$ cat src/rtl/uart_rx_autobaud.sv
// Auto-baud UART receiver: calibrates on a 0x55 start bit, then receives N-P-S frames.
// Optional UART_RX_MAJORITY_EN: 3-sample majority vote around each bit centre.
`timescale 1ns/1ps
module uart_rx_autobaud #(
   parameter int COUNTER_WIDTH = 24,
   parameter int DATA_BITS     = 8,
   parameter int PARITY_MODE   = 0,
   parameter int STOP_BITS     = 1,
   parameter int MIN_CYCLES    = 4
) (
   input  logic                     clk,
   input  logic                     rst_n,
   input  logic                     rx_in,
   output logic [DATA_BITS-1:0]     data,
   output logic                     data_valid,
   output logic                     frame_err,
   output logic                     parity_err,
   output logic [COUNTER_WIDTH-1:0] cycles_per_bit,
   output logic                     baud_locked
);

   localparam int CW = COUNTER_WIDTH;
   localparam int BW = $clog2(DATA_BITS + 1);
   localparam logic [CW-1:0] T_MAX     = '1;
   localparam logic [CW-1:0] MIN_CNT   = CW'(MIN_CYCLES);
   localparam logic [BW-1:0] LAST_DATA = BW'(DATA_BITS - 1);
   localparam logic [BW-1:0] LAST_STOP = BW'(STOP_BITS - 1);

   typedef enum logic [2:0] {
      IDLE, CAL, CAL_FLUSH, START, DATA, PARITY, STOP
   } state_t;

   state_t state, state_n;

   logic rx_s1, rx_s2, rx_prev;
   logic fall, rise, sample;
   logic [CW-1:0] timer, timer_n, half, last, tick;
   logic at_mid, at_end;
   logic [BW-1:0] bit_cnt, bit_cnt_n;
   logic [DATA_BITS-1:0] shreg;
   logic par_bit, stop_low, par_fail;
   logic lock_en, shift_en, par_en, stop_en, deliver;

   assign fall   = rx_prev & ~rx_s2;
   assign rise   = ~rx_prev & rx_s2;
   assign half   = cycles_per_bit >> 1;
   assign last   = cycles_per_bit - 1'b1;
   assign at_mid = (timer == half);
   assign at_end = (timer == last);
   assign tick   = at_end ? '0 : timer + 1'b1;

`ifdef UART_RX_MAJORITY_EN
   // rx_prev holds the half-1 sample, rx_s1 is what rx_s2 becomes at half+1
   assign sample = (rx_prev & rx_s2) | (rx_prev & rx_s1) | (rx_s2 & rx_s1);
`else
   assign sample = rx_s2;
`endif

   assign par_fail = (PARITY_MODE == 0) ? 1'b0 :
                     (PARITY_MODE == 1) ? (par_bit ^ (^shreg)) :
                                          (par_bit ^ (~(^shreg)));

   always_ff @(posedge clk) begin
      if (!rst_n) state <= IDLE;
      else        state <= state_n;
   end

   always_comb begin
      state_n   = state;
      timer_n   = timer;
      bit_cnt_n = bit_cnt;
      lock_en   = 1'b0;
      shift_en  = 1'b0;
      par_en    = 1'b0;
      stop_en   = 1'b0;
      deliver   = 1'b0;
      unique case (state)
         IDLE: begin
            timer_n = '0;
            if (fall) begin
               // the cycle that revealed the edge is already part of the low time
               state_n = baud_locked ? START : CAL;
               timer_n = baud_locked ? '0 : CW'(1);
            end
         end
         CAL: begin
            if (rise) begin
               state_n = (timer >= MIN_CNT) ? CAL_FLUSH : IDLE;
               lock_en = (timer >= MIN_CNT);
               timer_n = (timer >= MIN_CNT) ? CW'(1) : '0;
            end else if (timer == T_MAX) begin
               state_n = IDLE;
               timer_n = '0;
            end else begin
               timer_n = timer + 1'b1;
            end
         end
         CAL_FLUSH: begin
            if (!rx_s2) begin
               timer_n = '0;
            end else if (({1'b0, timer} + 1'b1) >= {cycles_per_bit, 1'b0}) begin
               state_n = IDLE;
               timer_n = '0;
            end else begin
               timer_n = timer + 1'b1;
            end
         end
         START: begin
            timer_n = tick;
            if (at_mid && sample) begin
               state_n = IDLE;
               timer_n = '0;
            end else if (at_end) begin
               state_n   = DATA;
               bit_cnt_n = '0;
            end
         end
         DATA: begin
            timer_n  = tick;
            shift_en = at_mid;
            if (at_end) begin
               if (bit_cnt == LAST_DATA) begin
                  state_n   = (PARITY_MODE != 0) ? PARITY : STOP;
                  bit_cnt_n = '0;
               end else begin
                  bit_cnt_n = bit_cnt + 1'b1;
               end
            end
         end
         PARITY: begin
            timer_n = tick;
            par_en  = at_mid;
            if (at_end) begin
               state_n   = STOP;
               bit_cnt_n = '0;
            end
         end
         STOP: begin
            timer_n = tick;
            if (at_mid && bit_cnt == LAST_STOP) begin
               // leave at mid-stop so the next start edge is caught
               deliver = 1'b1;
               state_n = IDLE;
               timer_n = '0;
            end else begin
               stop_en = at_mid;
               if (at_end) bit_cnt_n = bit_cnt + 1'b1;
            end
         end
         default: begin
            state_n = IDLE;
            timer_n = '0;
         end
      endcase
   end

   always_ff @(posedge clk) begin
      if (!rst_n) begin
         rx_s1          <= 1'b1;
         rx_s2          <= 1'b1;
         rx_prev        <= 1'b1;
         timer          <= '0;
         bit_cnt        <= '0;
         shreg          <= '0;
         par_bit        <= 1'b0;
         stop_low       <= 1'b0;
         data           <= '0;
         data_valid     <= 1'b0;
         frame_err      <= 1'b0;
         parity_err     <= 1'b0;
         cycles_per_bit <= '1;
         baud_locked    <= 1'b0;
      end else begin
         rx_s1      <= rx_in;
         rx_s2      <= rx_s1;
         rx_prev    <= rx_s2;
         timer      <= timer_n;
         bit_cnt    <= bit_cnt_n;
         data_valid <= deliver;
         if (lock_en) begin
            cycles_per_bit <= timer;
            baud_locked    <= 1'b1;
         end
         if (state == IDLE) stop_low <= 1'b0;
         if (shift_en) shreg <= {sample, shreg[DATA_BITS-1:1]};
         if (par_en) par_bit <= sample;
         if (stop_en && !sample) stop_low <= 1'b1;
         if (deliver) begin
            data       <= shreg;
            frame_err  <= stop_low | ~sample;
            parity_err <= par_fail;
         end
      end
   end

endmodule

$ cat config.mk
export PLATFORM = sky130hd
export DESIGN_NAME = uart_rx_autobaud
export DESIGN_NICKNAME = d
export VERILOG_FILES = /design/src/rtl/uart_rx_autobaud.sv
export SDC_FILE = /design/constraint.sdc
export NUM_CORES = 1
export LEC_CHECK = 0
export ABC_AREA = 1
export CAP_MARGIN = 25
export CORE_MARGIN = 2
export CORE_UTILIZATION = 50
export CTS_CLUSTER_DIAMETER = 40
export DETAILED_ROUTE_END_ITERATION = 16
export PLACE_DENSITY = 0.69
export SLEW_MARGIN = 20
export SYNTH_ARGS = -nofsm -noshare
export SYNTH_HDL_FRONTEND = slang
export SYNTH_SLANG_ARGS = --single-unit
$ cat constraint.sdc
create_clock -name clk -period 5.8 [get_ports clk]
set_input_delay 1.45 -clock clk [delete_from_list [all_inputs] [get_ports clk]]
set_output_delay 1.45 -clock clk [all_outputs]
set_load 0.005 [all_outputs]
## Word-level counts from Yosys, hierarchy flattened

Index checks and enable logic that the tools add are counted.

| cells by class | value |
|---|---|
| add/sub/neg operators | 4 |
| magnitude comparators | 2 |
| equal/unequal tests | 22 |
| muxes and demuxes | 41 |
| bitwise gates (word level) | 5 |
| reduce and logical (&&, ||, !) cells | 11 |

Operators with widths:

| operator | count |
|---|---|
| 2-to-1 mux 24 bit | 7 |
| case mux 24 bit (6 select lines) | 1 |
| 2-to-1 mux 3 bit | 11 |
| adder 24 x 1 -> 25 bit, second input constant | 1 |
| >= comparator 25 bit | 1 |
| adder 24 x 1 -> 24 bit, second input constant | 1 |
| equality test 24 x 23 -> 1 bit | 1 |
| equality test 24 bit | 1 |
| equality test 24 bit, second input constant | 1 |
| >= comparator 24 x 3 -> 1 bit, second input constant | 1 |
| 2-to-1 mux 4 bit | 6 |
| subtractor 24 x 1 -> 24 bit, second input constant | 1 |
| case mux 3 bit (7 select lines) | 1 |
| != test 2 bit, second input constant | 10 |
| case mux 4 bit (4 select lines) | 1 |
| 2-to-1 mux 1 bit | 12 |
| equality test 3 bit, second input constant | 3 |
| AND reduction 9 bit | 1 |
| equality test 3 x 2 -> 1 bit, second input constant | 2 |
| != test 3 bit, second input constant | 2 |
| AND reduction 5 bit | 1 |
| adder 4 x 1 -> 4 bit, second input constant | 1 |
| equality test 4 x 3 -> 1 bit, second input constant | 1 |
| logical NOT 4 bit | 1 |
| 11 further kinds | 16 |

| word-level totals | value |
|---|---|
| bits in registers | 78 |
| output and inout bits | 36 |

## Logic depth before layout (Yosys ltp)

| depth | value |
|---|---|
| word-level depth | 6 |
| mapped depth | 24 |

## Least setup slack after synthesis

Ideal clock, no wire load.

| timing path | value |
|---|---|
| path type | register to register |
| from | register timer[0] |
| to | register timer[1] |
| library setup time | 0.057 ns |
| arrival time | 3.002 ns |
| setup slack | 2.741 ns |
| cell stages (with the launch flop) | 22 |
| buffers on the path | 1 |
| period minus slack after synthesis | 3.059 ns |
| cell sequence | dfxtp_1 -> ha_1 -> nand2_1 -> nor2_1 -> nand3_1 -> nor4_1 -> nand2_1 -> inv_1 -> nand3_1 -> xor2_1 -> inv_1 -> ha_1 -> a21oi_1 -> o21ai_0 -> a21oi_1 -> nand3_1 -> a21oi_1 -> nand2_1 -> nand3_4 -> buf_6 -> nand3_2 -> inv_2 |

| between the ends | value |
|---|---|
| cells in the longest elaborated chain, start to end | 5 |

Ends and longest elaborated chain:

| item | line | RTL |
|---|---|---|
| start: declaration | 37 | `logic [CW-1:0] timer, timer_n, half, last, tick;` |
| start signal: assignment | 177 | `timer <= timer_n;` |
| adder 24 x 1 -> 25 bit | 101 | `end else if (({1'b0, timer} + 1'b1) >= {cycles_per_bit, 1'b0}) begin` |
| >= comparator 25 bit | 101 |  |
| 2-to-1 mux 24 bit | 101 |  |
| 2-to-1 mux 24 bit | 99 | `if (!rx_s2) begin` |
| case mux 24 bit (6 select lines) (*) | 77 | `unique case (state)` |

Every way passes the cells marked *; elsewhere a longest branch is shown, timed or not.
A chain may end at the register's enable or synchronous reset.

## Final worst setup path

| timing path | value |
|---|---|
| from | register timer[0] |
| to | register timer[11] |

The elaborated chain is that of the path after synthesis.

==> flow_metrics.env <==
export IMPL_ys_ff_latch=78
export IMPL_first_global_vias=4925
export IMPL_post_drt_wl_per_cell_um=13.8
export IMPL_ir_drop_mv=0.181
export IMPL_worstPathMaxFanout=23
export IMPL_fin_crit_ns=3.87
export IMPL_min_from="rx_s1"
export IMPL_regArea_um2=1560
export IMPL_r2r_start="timer[0]"
export IMPL_io_buffers=37
export IMPL_drt_iter0_drc=305
export IMPL_grt_pass1_wl_um=24200
export IMPL_fillers=1137
export IMPL_cts_sinks=78
export IMPL_dieHeight_um=111
export IMPL_path_class="flop to flop"
export IMPL_antenna_cells=0
export IMPL_instances_no_fill=1026
export IMPL_leakagePower_nw=3.21
export IMPL_tightest_slew_ns=0.868
export IMPL_finalSetupTns_ns=0
export IMPL_clkTransAtPathRegs_ns=0.07
export IMPL_die_width_um=111
export IMPL_crit_path_start_kind="flop"
export IMPL_skew_ns=0.00828
export IMPL_power_density_nw_per_um2=226
export IMPL_vias=5276
export IMPL_yosys_warnings=0
export IMPL_grt_usage=0.240
export IMPL_die_area_um2=12300
export IMPL_post_cts_buffers=0
export IMPL_syn_inst=857
export IMPL_layout_common_cells="nand2_1 (199), nor2_1 (110), inv_1 (105), dfxtp_1 (78)"
export IMPL_rsz0062_at_grt="false"
export IMPL_clock_root_buffer="clkbuf_16"
export IMPL_nets=910
export IMPL_cts_hold_buf=0
export IMPL_syn_to_final_growth_pct=12.3
export IMPL_final_common_cell="nand2_1"
export IMPL_row_count=39
export IMPL_hpwl_um=11000
export IMPL_status="complete, no violations"
export IMPL_overflow=0
export IMPL_drt_pass1_iterations=5
export IMPL_antenna_found_initial=0
export IMPL_endpoint_kind="flop"
export IMPL_slew_headroom=0.420
export IMPL_setup_viol=0
export IMPL_cts_resized=0
export IMPL_place_inst=1010
export IMPL_grt_max_degree=48
export IMPL_hold_depth=1
export IMPL_drtAntennaViolNets=0
export IMPL_syn_num_nets=889
export IMPL_drc_errors=0
export IMPL_cts_tree="done"
export IMPL_hold_path_class="flop to flop"
export IMPL_holdPathEnd="rx_s2"
export IMPL_drive_gt1_frac=0.123
export IMPL_max_cap_viol_count=0
export IMPL_hold_violations=0
export IMPL_io_pins=39
export IMPL_timing_rr_end="timer[11]"
export IMPL_syn_mean_instance_area_um2=6.67
export IMPL_synth_area_um2=5720
export IMPL_clock_latency_ns=0.35
export IMPL_ys_types=39
export IMPL_maxClockFrequency_ghz=0.258
export IMPL_core_um2=11300
export IMPL_worstPathRequired_ns=6.04
export IMPL_reg2regPathDepth=21
export IMPL_final_max_slew_viol_count=0
export IMPL_postRouteWirelength_um=14200
export IMPL_r2r_setup_slack_ns=1.93
export IMPL_clockBufferDepth=2
export IMPL_gp_congestion=0.908
export IMPL_htree_levels=3
export IMPL_multi_input_area_um2=3470
export IMPL_period_share=0.668
export IMPL_viasPerCell=5.14
export IMPL_cts_buffers=9
export IMPL_cp_data_arrival_time_ns=4.12
export IMPL_ys_seq_area_frac=0.273
export IMPL_start_util=0.507
-- per-stage QoR --
step | utilization | cell area, µm² | power, W | hold WS (ns) | worst slack, ns
finish | 0.569 | 6420 | 0.00145 | 0.416 | 1.93
global route | 0.569 | 6420 | 0.00152 | 0.430 | 1.48
CTS | 0.569 | 6420 | 0.00146 | 0.421 | 1.91
detailed placement | 0.544 | 6130 | 0.000898 | 0.407 | 1.96
global placement | 0.542 | 6110 | 0.000896 | 0.395 | 2.10
floorplan | - | 5720 | 0.000860 | 0.393 | 2.74
-- kinds of logic after synthesis --
logic type                 share of synthesized area
AOI/OAI and AO/OA                             0.0858
xor gates and xnor gates                      0.0812
adders and majority gates                     0.0635
buffers and inverters                          0.120
DFF                                            0.273
other                                       0.000656
and+or+nand+nor                                0.376
-- area by class of cell --
cell class	instances	area share
multi-input cells	611	0.541
flip-flops and latches	78	0.243
inverters	138	0.0807
repair buffers	40	0.0624
clock buffers	9	0.0351
well taps	143	0.0279
clock inverters	7	0.00975
-- power breakdown --
part,switching [W],internal [W]
clock network,0.000261,0.000300
logic,0.000232,0.0000855
registers,0.0000213,0.000551
total,0.000515,0.000936
-- Yosys cell counts --
cell type / number / area share
nand2_2: 5 / 0.0055
nor2_4: 7 / 0.014
buf_4: 1 / 0.0013
inv_1: 105 / 0.069
nand4_1: 20 / 0.022
nand2_1: 199 / 0.13
nor3_2: 1 / 0.0018
a21oi_2: 1 / 0.0015
o21bai_1: 1 / 0.0013
xnor2_1: 16 / 0.025
nand3b_1: 2 / 0.0026
o221ai_1: 1 / 0.0015
nor2_1: 110 / 0.072
nor2_2: 15 / 0.016
o211ai_1: 25 / 0.033
buf_2: 8 / 0.0070
nand3_2: 23 / 0.040
nor3_1: 15 / 0.013
nor2_8: 2 / 0.0070
a21oi_1: 23 / 0.020
inv_2: 30 / 0.020
clkbuf_2: 2 / 0.0018
or2_2: 2 / 0.0022
conb_1: 1 / 0.00066
xor2_1: 37 / 0.057
nor4_1: 8 / 0.0088
clkinv_1: 3 / 0.0020
buf_6: 5 / 0.0098
nand2_4: 1 / 0.0020
nor3_4: 1 / 0.0028
clkbuf_1: 12 / 0.0079
a211oi_1: 3 / 0.0039
o21ai_0: 26 / 0.023
o21ai_1: 2 / 0.0018
dfxtp_1: 78 / 0.27
ha_1: 29 / 0.063
nand3_1: 33 / 0.029
buf_1: 2 / 0.0013
nand3_4: 2 / 0.0061
-- worst max-delay path by stage --
stage | end | slack (ns) | startpoint | cells past startpoint
3_5_place_dp | timer[17] | 1.96 | timer[0] | 21
2_1_floorplan | timer[1] | 2.74 | timer[0] | 21
6_report | timer[11] | 1.93 | timer[0] | 21
3_3_place_gp | timer[17] | 2.10 | timer[0] | 21
4_1_cts | timer[11] | 1.91 | timer[0] | 21
5_1_grt | timer[10] | 1.48 | timer[0] | 21
-- per-layer routing --
metal	global-route usage	vias up	routed length, µm
li1	-	2765	-
met1	0.324	2380	6740
met2	0.398	106	6570
met3	0.0323	25	590
met4	0.0783	0	303
met5	0	-	0
-- worst max-delay path, cell delays in order, from the launching register on --
cell     delay, ns
dfxtp_1       0.47
ha_1          0.23
nand2_1       0.06
nor2_1        0.20
nand3_1       0.21
nor4_1        0.30
nand2_1       0.14
inv_1         0.10
nand3_1       0.10
nor4_1        0.26
ha_1          0.19
nand2_1       0.06
nor2_1        0.20
nand4_1       0.13
nor3_1        0.15
nand2_1       0.07
nand3_1       0.07
a21oi_1       0.06
nand2_1       0.13
nand3_4       0.36
nand3_1       0.20
inv_1         0.06
-- state kept, by name, summed over array words and instances (netlist names) --
| register | count |
|---|---|
| cycles_per_bit | 24 |
| timer | 24 |
| data | 8 |
| shreg | 8 |
| bit_cnt | 4 |
| state | 3 |
| baud_locked | 1 |
| data_valid | 1 |
| frame_err | 1 |
| rx_prev | 1 |
| rx_s1 | 1 |
| rx_s2 | 1 |
| stop_low | 1 |
Power figures use the tool's default switching activity.
